$ cat src/rtl/apb_pkg.sv
// Shared APB definitions: bus widths and the initiator FSM state type.
package apb_pkg;

  localparam int unsigned APB_ADDR_W = 32;
  localparam int unsigned APB_DATA_W = 32;
  localparam int unsigned APB_STRB_W = 4;

  typedef enum logic [1:0] {
    ST_IDLE,
    ST_SETUP,
    ST_ACCESS,
    ST_RESP
  } apb_state_t;

endpackage

$ cat src/rtl/apb_req_initiator.sv
// APB4 initiator bridge.
// Takes one single-beat request at a time from a valid/ready request channel, runs it as an
// APB4 SETUP/ACCESS transfer, and returns read data plus error status on a valid/ready
// response channel. An ACCESS-phase watchdog forces an error response if the slave never
// raises pready (TIMEOUT_CYCLES = 0 disables it).
//
// Ports:
//   clock, resetn            clock and synchronous active-low reset
//   req_*                    request channel (valid/ready, addr, write, wdata, wstrb, prot)
//   resp_*                   response channel (valid/ready, rdata, err)
//   out_p* (outputs)         APB address, write data, psel, penable, pwrite, pprot, pstrb
//   out_pready/pslverr/prdata APB slave response inputs
module apb_req_initiator
  import apb_pkg::*;
#(
  parameter int unsigned TIMEOUT_CYCLES = 256
) (
  input  logic                  clock,
  input  logic                  resetn,
  // Request channel
  input  logic                  req_valid,
  output logic                  req_ready,
  input  logic [APB_ADDR_W-1:0] req_addr,
  input  logic                  req_write,
  input  logic [APB_DATA_W-1:0] req_wdata,
  input  logic [APB_STRB_W-1:0] req_wstrb,
  input  logic [2:0]            req_prot,
  // Response channel
  output logic                  resp_valid,
  input  logic                  resp_ready,
  output logic [APB_DATA_W-1:0] resp_rdata,
  output logic                  resp_err,
  // APB initiator side
  output logic [APB_ADDR_W-1:0] out_paddr,
  output logic [APB_DATA_W-1:0] out_pwdata,
  output logic                  out_psel,
  output logic                  out_penable,
  output logic                  out_pwrite,
  output logic [2:0]            out_pprot,
  output logic [APB_STRB_W-1:0] out_pstrb,
  input  logic                  out_pready,
  input  logic                  out_pslverr,
  input  logic [APB_DATA_W-1:0] out_prdata
);

  // A zero timeout still needs a legal (1-bit) counter even though it is never compared.
  localparam int unsigned CntW    = (TIMEOUT_CYCLES == 0) ? 1 : $clog2(TIMEOUT_CYCLES + 1);
  localparam bit          WdogEn  = (TIMEOUT_CYCLES != 0);
  localparam logic [CntW-1:0] CntMax  = '1;
  localparam logic [CntW-1:0] CntLast = WdogEn ? CntW'(TIMEOUT_CYCLES - 1) : '0;

  apb_state_t            r_state;
  apb_state_t            w_state_next;

  logic [APB_ADDR_W-1:0] r_paddr;
  logic [APB_DATA_W-1:0] r_pwdata;
  logic                  r_pwrite;
  logic [APB_STRB_W-1:0] r_pstrb;
  logic [2:0]            r_pprot;

  logic [CntW-1:0]       r_cnt;
  logic [CntW-1:0]       w_cnt_next;

  logic [APB_DATA_W-1:0] r_rdata;
  logic [APB_DATA_W-1:0] w_rdata_next;
  logic                  r_err;
  logic                  w_err_next;

  logic                  w_accept;
  logic                  w_timeout;

  assign w_timeout = WdogEn && (r_cnt == CntLast);

  // Next-state, watchdog and response-capture logic.
  always_comb begin
    w_state_next = r_state;
    w_cnt_next   = r_cnt;
    w_rdata_next = r_rdata;
    w_err_next   = r_err;
    w_accept     = 1'b0;

    unique case (r_state)
      ST_IDLE: begin
        if (req_valid) begin
          w_accept     = 1'b1;
          w_state_next = ST_SETUP;
        end
      end

      ST_SETUP: begin
        // Counter clears on the way into ACCESS; pready is not looked at here.
        w_cnt_next   = '0;
        w_state_next = ST_ACCESS;
      end

      ST_ACCESS: begin
        if (r_cnt != CntMax) begin
          w_cnt_next = r_cnt + 1'b1;
        end
        // pready takes priority over a watchdog expiry in the same cycle.
        if (out_pready) begin
          w_rdata_next = r_pwrite ? '0 : out_prdata;
          w_err_next   = out_pslverr;
          w_state_next = ST_RESP;
        end else if (w_timeout) begin
          w_rdata_next = '0;
          w_err_next   = 1'b1;
          w_state_next = ST_RESP;
        end
      end

      ST_RESP: begin
        if (resp_ready) begin
          w_state_next = ST_IDLE;
        end
      end

      default: begin
        w_state_next = ST_IDLE;
      end
    endcase
  end

  always_ff @(posedge clock) begin
    if (!resetn) begin
      r_state  <= ST_IDLE;
      r_paddr  <= '0;
      r_pwdata <= '0;
      r_pwrite <= 1'b0;
      r_pstrb  <= '0;
      r_pprot  <= '0;
      r_cnt    <= '0;
      r_rdata  <= '0;
      r_err    <= 1'b0;
    end else begin
      r_state <= w_state_next;
      r_cnt   <= w_cnt_next;
      r_rdata <= w_rdata_next;
      r_err   <= w_err_next;
      if (w_accept) begin
        r_paddr  <= req_addr;
        r_pwdata <= req_wdata;
        r_pwrite <= req_write;
        r_pstrb  <= req_write ? req_wstrb : '0;
        r_pprot  <= req_prot;
      end
    end
  end

  assign req_ready   = (r_state == ST_IDLE);
  assign resp_valid  = (r_state == ST_RESP);
  assign out_psel    = (r_state == ST_SETUP) || (r_state == ST_ACCESS);
  assign out_penable = (r_state == ST_ACCESS);
  assign out_paddr   = r_paddr;
  assign out_pwdata  = r_pwdata;
  assign out_pwrite  = r_pwrite;
  assign out_pstrb   = r_pstrb;
  assign out_pprot   = r_pprot;
  assign resp_rdata  = r_rdata;
  assign resp_err    = r_err;

endmodule

$ cat config.mk
export PLATFORM = sky130hd
export DESIGN_NAME = apb_req_initiator
export DESIGN_NICKNAME = d
export VERILOG_FILES = /design/src/rtl/apb_pkg.sv /design/src/rtl/apb_req_initiator.sv
export SDC_FILE = /design/constraint.sdc
export NUM_CORES = 1
export LEC_CHECK = 0
export BUFFER_PORTS_ARGS = -buffer_cell sky130_fd_sc_hd__clkbuf_2
export CAP_MARGIN = 20
export CORE_MARGIN = 2
export CORE_UTILIZATION = 41
export DETAILED_ROUTE_END_ITERATION = 12
export GPL_ROUTABILITY_DRIVEN = 0
export GPL_TIMING_DRIVEN = 0
export PLACE_DENSITY_LB_ADDON = 0.25
export SLEW_MARGIN = 20
export SYNTH_ARGS = -nofsm -noshare
export SYNTH_HDL_FRONTEND = slang
export SYNTH_SLANG_ARGS = --single-unit
$ cat constraint.sdc
create_clock -name clock -period 1.79 [get_ports clock]
set_clock_uncertainty 0.15 [all_clocks]
set_input_delay 0.358 -clock clock [delete_from_list [all_inputs] [get_ports clock]]
set_output_delay 0.358 -clock clock [all_outputs]
set_load 0.02 [all_outputs]
==> results of run 1 <==
[through the flow]
| stage | instance area, µm² | hold WS, ps | util (%) | std cells | worst slack, ps |
|---|---|---|---|---|---|
| after floorplan | 4300 | 305 | - | 536 | -43.4 |
| after global placement | 5560 | 288 | 54.4 | 890 | -218 |
| after detailed placement | 5560 | 294 | 54.4 | 890 | -316 |
| after CTS | 7380 | 5.99 | 72.1 | 1035 | -63.1 |
| after global routing | 7570 | 27.2 | 74.0 | 1042 | -76.7 |
| final | 7570 | 20.3 | 74.0 | 1042 | -50.1 |
[synthesized netlist by cell type (2+ instances only)]
| cell | number |
|---|---|
| o211ai_1 | 2 |
| clkbuf_1 | 25 |
| nor3_1 | 4 |
| nand4_1 | 2 |
| nor2_1 | 2 |
| ha_1 | 7 |
| and2_1 | 2 |
| a21oi_1 | 112 |
| o21ai_0 | 2 |
| dfxtp_1 | 116 |
| buf_2 | 11 |
| inv_1 | 4 |
| nand3_1 | 41 |
| mux2i_1 | 2 |
| nand2b_1 | 8 |
| nand2_1 | 177 |
| or3_1 | 2 |
| a211oi_1 | 2 |
[worst register-to-register path, delay by kind of cell, from the launching register on]
family | cells | cell delay [ps]
adder cells (fa/ha/maj) | 2 | 340
AND/OR/NAND/NOR | 3 | 530
AO/OA/AOI/OAI | 2 | 350
flip-flops | 1 | 330
[registers in the layout, summed over array words and instances, names as in the netlist]
name        count
out_pprot       3
out_pwdata     32
r_cnt           9
out_pwrite      1
resp_err        1
r_state         2
out_pstrb       4
out_paddr      32
resp_rdata     32
[logic make-up (layout without fill, tap and decap cells)]
| kind of cell | count (synthesis) | after routing | share of synthesized area [%] |
|---|---|---|---|
| adders and majority gates | 7 | 7 | 2.04 |
| muxes | 2 | 2 | 0.467 |
| AOI/OAI and AO/OA | 124 | 125 | 15.1 |
| DFF | 116 | 116 | 54.1 |
| and+or+nand+nor | 243 | 243 | 23.8 |
| buffers and inverters | 44 | 413 | 4.43 |
[where the power goes]
| group | switching, mW | internal [mW] | leakage [nW] | total [mW] |
|---|---|---|---|---|
| Sequential | 0.241 | 2.99 | 0.950 | 3.23 |
| Clock | 1.25 | 2.13 | 0.281 | 3.38 |
| Combinational | 1.99 | 1.34 | 2.09 | 3.33 |
[layer usage]
layer / up-vias / GRT usage [%]
met3: 42 / 8.52
met2: 250 / 49.1
met4: 0 / 11.0
met5: - / 0
met1: 2428 / 27.7
li1: 2505 / -
[area by class of cell]
cell class / instances / area (µm²)
tap: 136 / 170
inverter: 5 / 23.8
timing repair buffer: 338 / 2300
sequential: 116 / 2340
fill: 698 / 2660
clock buffer: 17 / 414
buffer: 38 / 213
clock inverter: 15 / 183
multi-input combinational: 377 / 1920
[path summary, 6_finish.rpt]
check                                to  slack, ps
max reg2reg     r_state[1]$_SDFFE_PN0P_         10
min reg2reg  resp_rdata[1]$_SDFFE_PN0P_        300
max                            out_psel        -50
min               r_cnt[5]$_SDFFE_PN0P_         20
[repair_timing]
action | CTS | global route
hold buffers | 105 | 0
cloned | 0 | 4
pin swaps | 6 | 10
setup endpoints to repair | 111 | 105
gates resized for setup | 33 | 60
buffers inserted | 9 | 3
hold endpoints to repair | 104 | 0
==> reports/results.ini, run 1 <==
[global_route]
overflow = 0
grt_usage_pct = 26.6
grt_first_pass_wirelength_um = 23800
grt_pass1_vias = 5102
grt_max_degree = 17
antenna_found_initial = 0

[hold_path]
hp-start = resetn
worstHoldPathType = input port to flop
worstHoldPathCells = 3

[floorplanning]
die_x_um = 106
core_mm2 = 0.0102
rows = 37
dieArea_mm2 = 0.0113
die_y_um = 106
io_pins = 219
initial_core_util_pct = 41.9

[placed_design]
hpwlAfterDp_um = 9390
portBuffers = 218

[power]
power_mw = 9.94
p_per_area_mw_per_mm2 = 1310
peakVddDrop_v = 0.000869
leakage_nw = 3.32

[yosys]
seq_area_frac_synth_pct = 54.1
synth_top_area_share_pct = 54.1
synth_top_cell_by_area = dfxtp_1
synth-main-ff-cell = dfxtp_1
syn_avg_cell_area_um2 = 8.00
netlist_area_mm2 = 0.00429
syn_nets = 653
synthTopCellsByArea = dfxtp_1, nand2_1, a21oi_1
synth_edf_count = 0
syn-instance-count = 536
yosys_warnings = 0
synth_cell_types = 33
synthArstFlopShare_pct = 0
ys_seq_elements = 116

[critical_path]
critical_path_buf_inv_count = 2
critical_path_required_ps = 1280
crit_path_top_delay_cell = dfxtp_4
arrival_ps = 1330
rr_startpoint = r_cnt[0]$_SDFFE_PN0P_
r2r_cells = 7
crit_type = flop to primary output
path_depth = 3
crit_fanout = 3
setup.worst_path.start = r_state[1]$_SDFFE_PN0P_
cp-start-kind = flop
path_cells = inv_4 -> ha_4 -> buf_8
path_delay_family = flip-flops
worst_setup_path_end_kind = primary output
slowest_delay_ps = 380

[status]
failed_checks = negative setup slack
outcome = finished with violations

[timing]
period_needed_ps = 1840
rsz0062_at_grt = true
hold_viol = 0
maxSlewViolCount = 0
tns_ps = -70.4
relSlewSlack_pct = 54.6
setup_slack_ps = -50.1
worst_pin_slew_ps = 681
max_freq_mhz = 543
setup_violations = 3
fin_crit_sh_pct = 103

[cells_and_area]
drive_gt1_share_pct = 35.4
final_nets = 1010
final_cell_mix = clkbuf_2, nand2_1, dfxtp_1
area_growth_pct = 76.4
diodes = 0
layout_commonest_cell = clkbuf_2

[detailed_routing]
via_per_inst = 5.01
routed.top_layer = met4
drc = 0
wl_met2_um = 8330
routedWlPerCell_um = 15.3
wl_um = 15900
wl_met1_um = 5970
drt.antenna.violating_nets = 0
dr.pass1.iters = 7
dr_total_vias = 5225
met3_length_um = 1220
drtIter0Drc = 398

[clocking]
htree_num_levels = 4
cts_tree = built
clk_pin_slew_ps = 60
numCtsBuffers = 17
clockBufferDepth = 2
clockRootBuffer = clkbuf_8
clock-sinks = 116
worst_skew_pair.late_latency_ps = 510

[job]
cap_violations = 0

Power figures use the tool's default switching activity.
==> run 2, diff against run 1 <==
--- a/config.mk
+++ b/config.mk
@@ -7,6 +7,7 @@
 export LEC_CHECK = 0
 export BUFFER_PORTS_ARGS = -buffer_cell sky130_fd_sc_hd__clkbuf_2
 export CAP_MARGIN = 20
+export CORE_ASPECT_RATIO = 0.8
 export CORE_MARGIN = 2
 export CORE_UTILIZATION = 41
 export DETAILED_ROUTE_END_ITERATION = 12
==> run 2 against run 1 <==
  * The run still ends with negative setup slack left
  * Sequential power is essentially flat
  * Routed wire length fell by 20%
  * Setup slack lost 7.4 ps
  * Sequential share of layout area rose by 5.2 points
  * Via count decreased by 14%
  * Die area is essentially flat
  * First-iteration DRC count fell by 52%
  * Fmax decreased by 0.40%
  * Count of clock-buffer cells in the layout increased by 4
  * Worst hold slack improved by 5.0 ps
==> reports/results.ini, run 2 (same netlist as run 1, synthesis figures left out) <==
[status]
outcome = finished with violations
failed_checks = negative setup slack

[detailed_routing]
routedWlPerCell_um = 13.6
drtIter0Drc = 192
via_per_inst = 4.81
wl_um = 12600
drc = 0
dr.pass1.iters = 4
dr_total_vias = 4479
drt.antenna.violating_nets = 0

[power]
p_sw_share_pct = 32.4
p_sw_mw = 3.16
peakVddDrop_v = 0.000987
p_per_area_mw_per_mm2 = 1510
pwr-share-comb_pct = 29.2
p_clk_share_pct = 37.9
pwr-share-seq_pct = 32.9
leakage_nw = 2.87
internal-power_mw = 6.60

[floorplanning]
dieArea_mm2 = 0.0113
rows = 33
die_x_um = 118
io_pins = 219
core_mm2 = 0.0102
initial_core_util_pct = 42.1
die_y_um = 95.5

[clocking]
clock-sinks = 116
clockRootBuffer = clkbuf_16
clk_pin_slew_ps = 50
htree_num_levels = 4
numCtsBuffers = 17
cts_tree = built
worst_skew_pair.late_latency_ps = 400
holdBufCountCts = 0
clockBufferDepth = 2

[placed_design]
portBuffers = 218
hpwlAfterDp_um = 9210

[timing]
whs_ps = 25.3
max_freq_mhz = 541
worst_pin_slew_ps = 655
hold_viol = 0
setup_slack_ps = -57.6
relSlewSlack_pct = 56.4
rsz0062_at_grt = true
maxSlewViolCount = 0
fin_crit_sh_pct = 103
period_needed_ps = 1850
setup_violations = 4

[global_route]
grt_usage_pct = 22.0
grt_pass1_vias = 4223
grt_first_pass_wirelength_um = 19800
overflow = 0
antenna_found_initial = 0
grt_max_degree = 17

[critical_path]
crit_fanout = 5
path_cells = ha_4 -> nand3_4 -> nor2_4 -> ha_2 -> nand2b_4 -> buf_6 -> or3_1 -> a21oi_1
crit_path_top_delay_cell = dfxtp_2
cp-start-kind = flop
arrival_ps = 2010
critical_path_buf_inv_count = 1
worst_setup_path_end_kind = flop
critical_path_required_ps = 1950
slowest_delay_ps = 340
crit_type = flop to flop
path_delay_family = simple AND/OR/NAND/NOR gates

[cells_and_area]
area_growth_pct = 50.9
drive_gt1_share_pct = 39.4
final_cell_mix = clkbuf_2, nand2_1, a21oi_1, dfxtp_1, nand3_1
final_core_util_pct = 63.5
diodes = 0
n_fill_cell = 871
final_nets = 897
layout_commonest_cell = clkbuf_2

[job]
cap_violations = 0

[hold_path]
worstHoldPathType = input port to flop

[run 2: cell count changes in the layout (fill, tap and decap cells not counted), sizes merged]
| cell | delta |
|---|---|
| clkinvlp | -3 |
| bufinv | +2 |
| buf | -11 |
| inv | -2 |
| clkbuf | +8 |
| clkinv | -2 |
| o21a | -1 |
| dlygate4sd3 | -105 |
[run 2: metrics by stage]
step | power [mW] | TNS [ps] | area [µm²] | setup slack [ps] | instances
after floorplan | 4.90 | -70.4 | 4300 | -43.4 | 536
after global routing | 10.3 | -1800 | 6470 | -115 | 932
after global placement | 5.73 | -15460 | 5570 | -266 | 894
after CTS | 9.74 | -51.5 | 6370 | -33.9 | 930
after detailed placement | 5.80 | -18170 | 5570 | -300 | 894
final | 9.75 | -148 | 6470 | -57.6 | 932
[run 2: power groups by stage]
stage | clock network, mW | logic, mW | registers, mW
floorplan | 0 | 1.24 | 3.66
global placement | 0 | 2.51 | 3.22
detailed placement | 0 | 2.56 | 3.24
CTS | 3.76 | 2.78 | 3.20
global route | 3.88 | 3.15 | 3.25
finish | 3.69 | 2.85 | 3.21
[run 2: cell type report]
class / instances / area (µm²) / share of cell area [%]
repair buffers: 226 / 1170 / 18.0
clock inverters: 10 / 178 / 2.74
multi-input cells: 376 / 1920 / 29.6
well taps: 140 / 175 / 2.71
flip-flops and latches: 116 / 2330 / 36.0
clock buffers: 21 / 470 / 7.27
inverters: 5 / 18.8 / 0.290
plain buffers: 38 / 215 / 3.32
[run 2: path summary, 6_finish.rpt]
check                                                  from                           to  slack, ps  depth (start not counted)
worst max-delay path                  r_cnt[0]$_SDFFE_PN0P_        r_cnt[4]$_SDFFE_PN0P_        -60                          8
worst min-delay path                           req_addr[13]   out_paddr[13]$_SDFFE_PN0P_         30                          3
worst max register to register        r_cnt[0]$_SDFFE_PN0P_        r_cnt[4]$_SDFFE_PN0P_        -60                          8
worst min register to register  resp_rdata[24]$_SDFFE_PN0P_  resp_rdata[24]$_SDFFE_PN0P_        300                          2
[run 2: routing by layer]
layer,track usage [%],part of all wire [%]
met1,25.4,43
met4,7.14,0.67
met5,0,0
met3,8.37,7.1
met2,38.2,50
[run 2: tightest hold or removal path: cells and delay by family]
family | cells | cell delay [ps]
and+or+nand+nor | 1 | 40
buffers and inverters | 1 | 80
AOI/OAI and AO/OA | 1 | 50
[run 2: what timing repair did]
item	in CTS	in global routing
resized for setup	44	24
buffers inserted	6	2
setup endpoints to repair	109	46
pin swaps	5	8
==> run 3, diff against run 2 <==
--- a/config.mk
+++ b/config.mk
@@ -14,6 +14,7 @@
 export GPL_ROUTABILITY_DRIVEN = 0
 export GPL_TIMING_DRIVEN = 0
 export PLACE_DENSITY_LB_ADDON = 0.25
+export RECOVER_POWER = 25
 export SLEW_MARGIN = 20
 export SYNTH_ARGS = -nofsm -noshare
 export SYNTH_HDL_FRONTEND = slang
==> run 3 against run 2 <==
  * Combinational power fell by 1%
  * Via count about the same
  * Highest routed layer unchanged
  * Worst hold slack about the same
  * The flow still finishes with violations (negative setup slack)
  * Global-route usage unchanged
  * Utilization is 0.56 points lower
==> reports/results.ini, run 3 (same netlist as run 1, synthesis figures left out) <==
[status]
outcome = finished with violations
failed_checks = negative setup slack

[floorplanning]
io_pins = 219
initial_core_util_pct = 42.1
core_mm2 = 0.0102
rows = 33
dieArea_mm2 = 0.0113
die_x_um = 118
die_y_um = 95.5

[clocking]
numCtsBuffers = 17
clock-sinks = 116
cts_tree = built
worst_skew_pair.late_latency_ps = 400
clk_pin_slew_ps = 50
htree_num_levels = 4
holdBufCountCts = 0
clockBufferDepth = 2
clockRootBuffer = clkbuf_16

[cells_and_area]
finalInstanceArea_mm2 = 0.00642
area_growth_pct = 49.5
layout_commonest_cell = clkbuf_2
final_cell_mix = clkbuf_2, nand2_1, a21oi_1, dfxtp_1, clkbuf_1
diodes = 0
final_nets = 897
drive_gt1_share_pct = 33.6
fin_cells = 932

[hold_path]
worstHoldPathType = input port to flop

[critical_path]
crit_type = flop to flop
cp-start-kind = flop
worst_setup_path_end_kind = flop
critical_path_required_ps = 1950
crit_fanout = 5
r2r_slack_ps = -60
arrival_ps = 2010

[timing]
rsz0062_at_grt = true
setup_violations = 4
period_needed_ps = 1850
worst_pin_slew_ps = 651
max_freq_mhz = 541
setup_slack_ps = -58.9
hold_viol = 0
maxSlewViolCount = 0
fin_crit_sh_pct = 103
relSlewSlack_pct = 56.6

[power]
p_sw_share_pct = 32.5
peakVddDrop_v = 0.000983
p_clk_share_pct = 38.0
internal-power_mw = 6.56
p_per_area_mw_per_mm2 = 1510
pwr-share-comb_pct = 28.9
pwr-share-seq_pct = 33.0
leakage_nw = 2.72
p_sw_mw = 3.16

[global_route]
overflow = 0
grt_first_pass_wirelength_um = 19800
antenna_found_initial = 0
grt_max_degree = 17
grt_usage_pct = 22.0
grt_pass1_vias = 4223

[detailed_routing]
drc = 0
wl_um = 12700
routedWlPerCell_um = 13.6
via_per_inst = 4.81
dr.pass1.iters = 4
drtIter0Drc = 194
drt.antenna.violating_nets = 0
dr_total_vias = 4481

[job]
cap_violations = 0

[placed_design]
placed_cell_area_mm2 = 0.00557
portBuffers = 218
dp_cells = 894
hpwlAfterDp_um = 9210

## run 3: final cells by class
cell class,count,area (µm²)
Multi-Input combinational cell,376,1920
Inverter,5,18.8
Buffer,38,215
Fill cell,896,3780
Sequential cell,116,2330
Timing Repair Buffer,226,1110
Clock buffer,21,470
Tap cell,140,175
Clock inverter,10,178
## run 3: repair_timing
action / in CTS / in global routing
resized for setup: 44 / 24
buffers inserted: 6 / 2
pin swaps: 5 / 8
endpoints found under the setup margin: 109 / 46
## run 3: metal layers
metal  up-vias  GRT usage, %  part of all wire (%)
met5         -             0                     0
met4         0          7.14                  0.54
met3         5          8.37                   7.1
met2       138          38.2                    50
met1      2067          25.4                    43
li1       2271             -                     -
## run 3: power groups by stage
stage	Sequential [mW]	Clock (mW)	Combinational (mW)
detailed placement	3.24	0	2.56
finish	3.21	3.70	2.81
global placement	3.22	0	2.51
CTS	3.20	3.76	2.78
global route	3.25	3.88	3.11
floorplan	3.66	0	1.24
## run 3: worst paths after layout
| check | depth (start not counted) | endpoint | startpoint |
|---|---|---|---|
| worst min-delay path | 3 | out_paddr[13]$_SDFFE_PN0P_ | req_addr[13] |
| worst min register to register | 2 | resp_rdata[24]$_SDFFE_PN0P_ | resp_rdata[24]$_SDFFE_PN0P_ |
| worst max register to register | 8 | r_cnt[4]$_SDFFE_PN0P_ | r_cnt[0]$_SDFFE_PN0P_ |
| worst max-delay path | 8 | r_cnt[4]$_SDFFE_PN0P_ | r_cnt[0]$_SDFFE_PN0P_ |
## run 3: worst max-delay path, cell delays in order, from the launching register on
cell,delay (ps)
dfxtp_2,340
ha_4,170
nand3_4,80
nor2_4,50
ha_2,180
nand2b_4,170
buf_6,130
or3_1,340
a21oi_1,150
## run 3: through the flow
step                power (mW)  hold slack [ps]  util, %  setup WS [ps]  setup TNS (ps)
CTS                       9.74             8.31     62.5          -33.9           -51.5
floorplan                 4.90              305        -          -43.4           -70.4
global route              10.2             8.83     62.9           -115           -1800
finish                    9.72             25.2     62.9          -58.9            -153
global placement          5.73              289     54.6           -266          -15460
detailed placement        5.80              293     54.6           -300          -18170
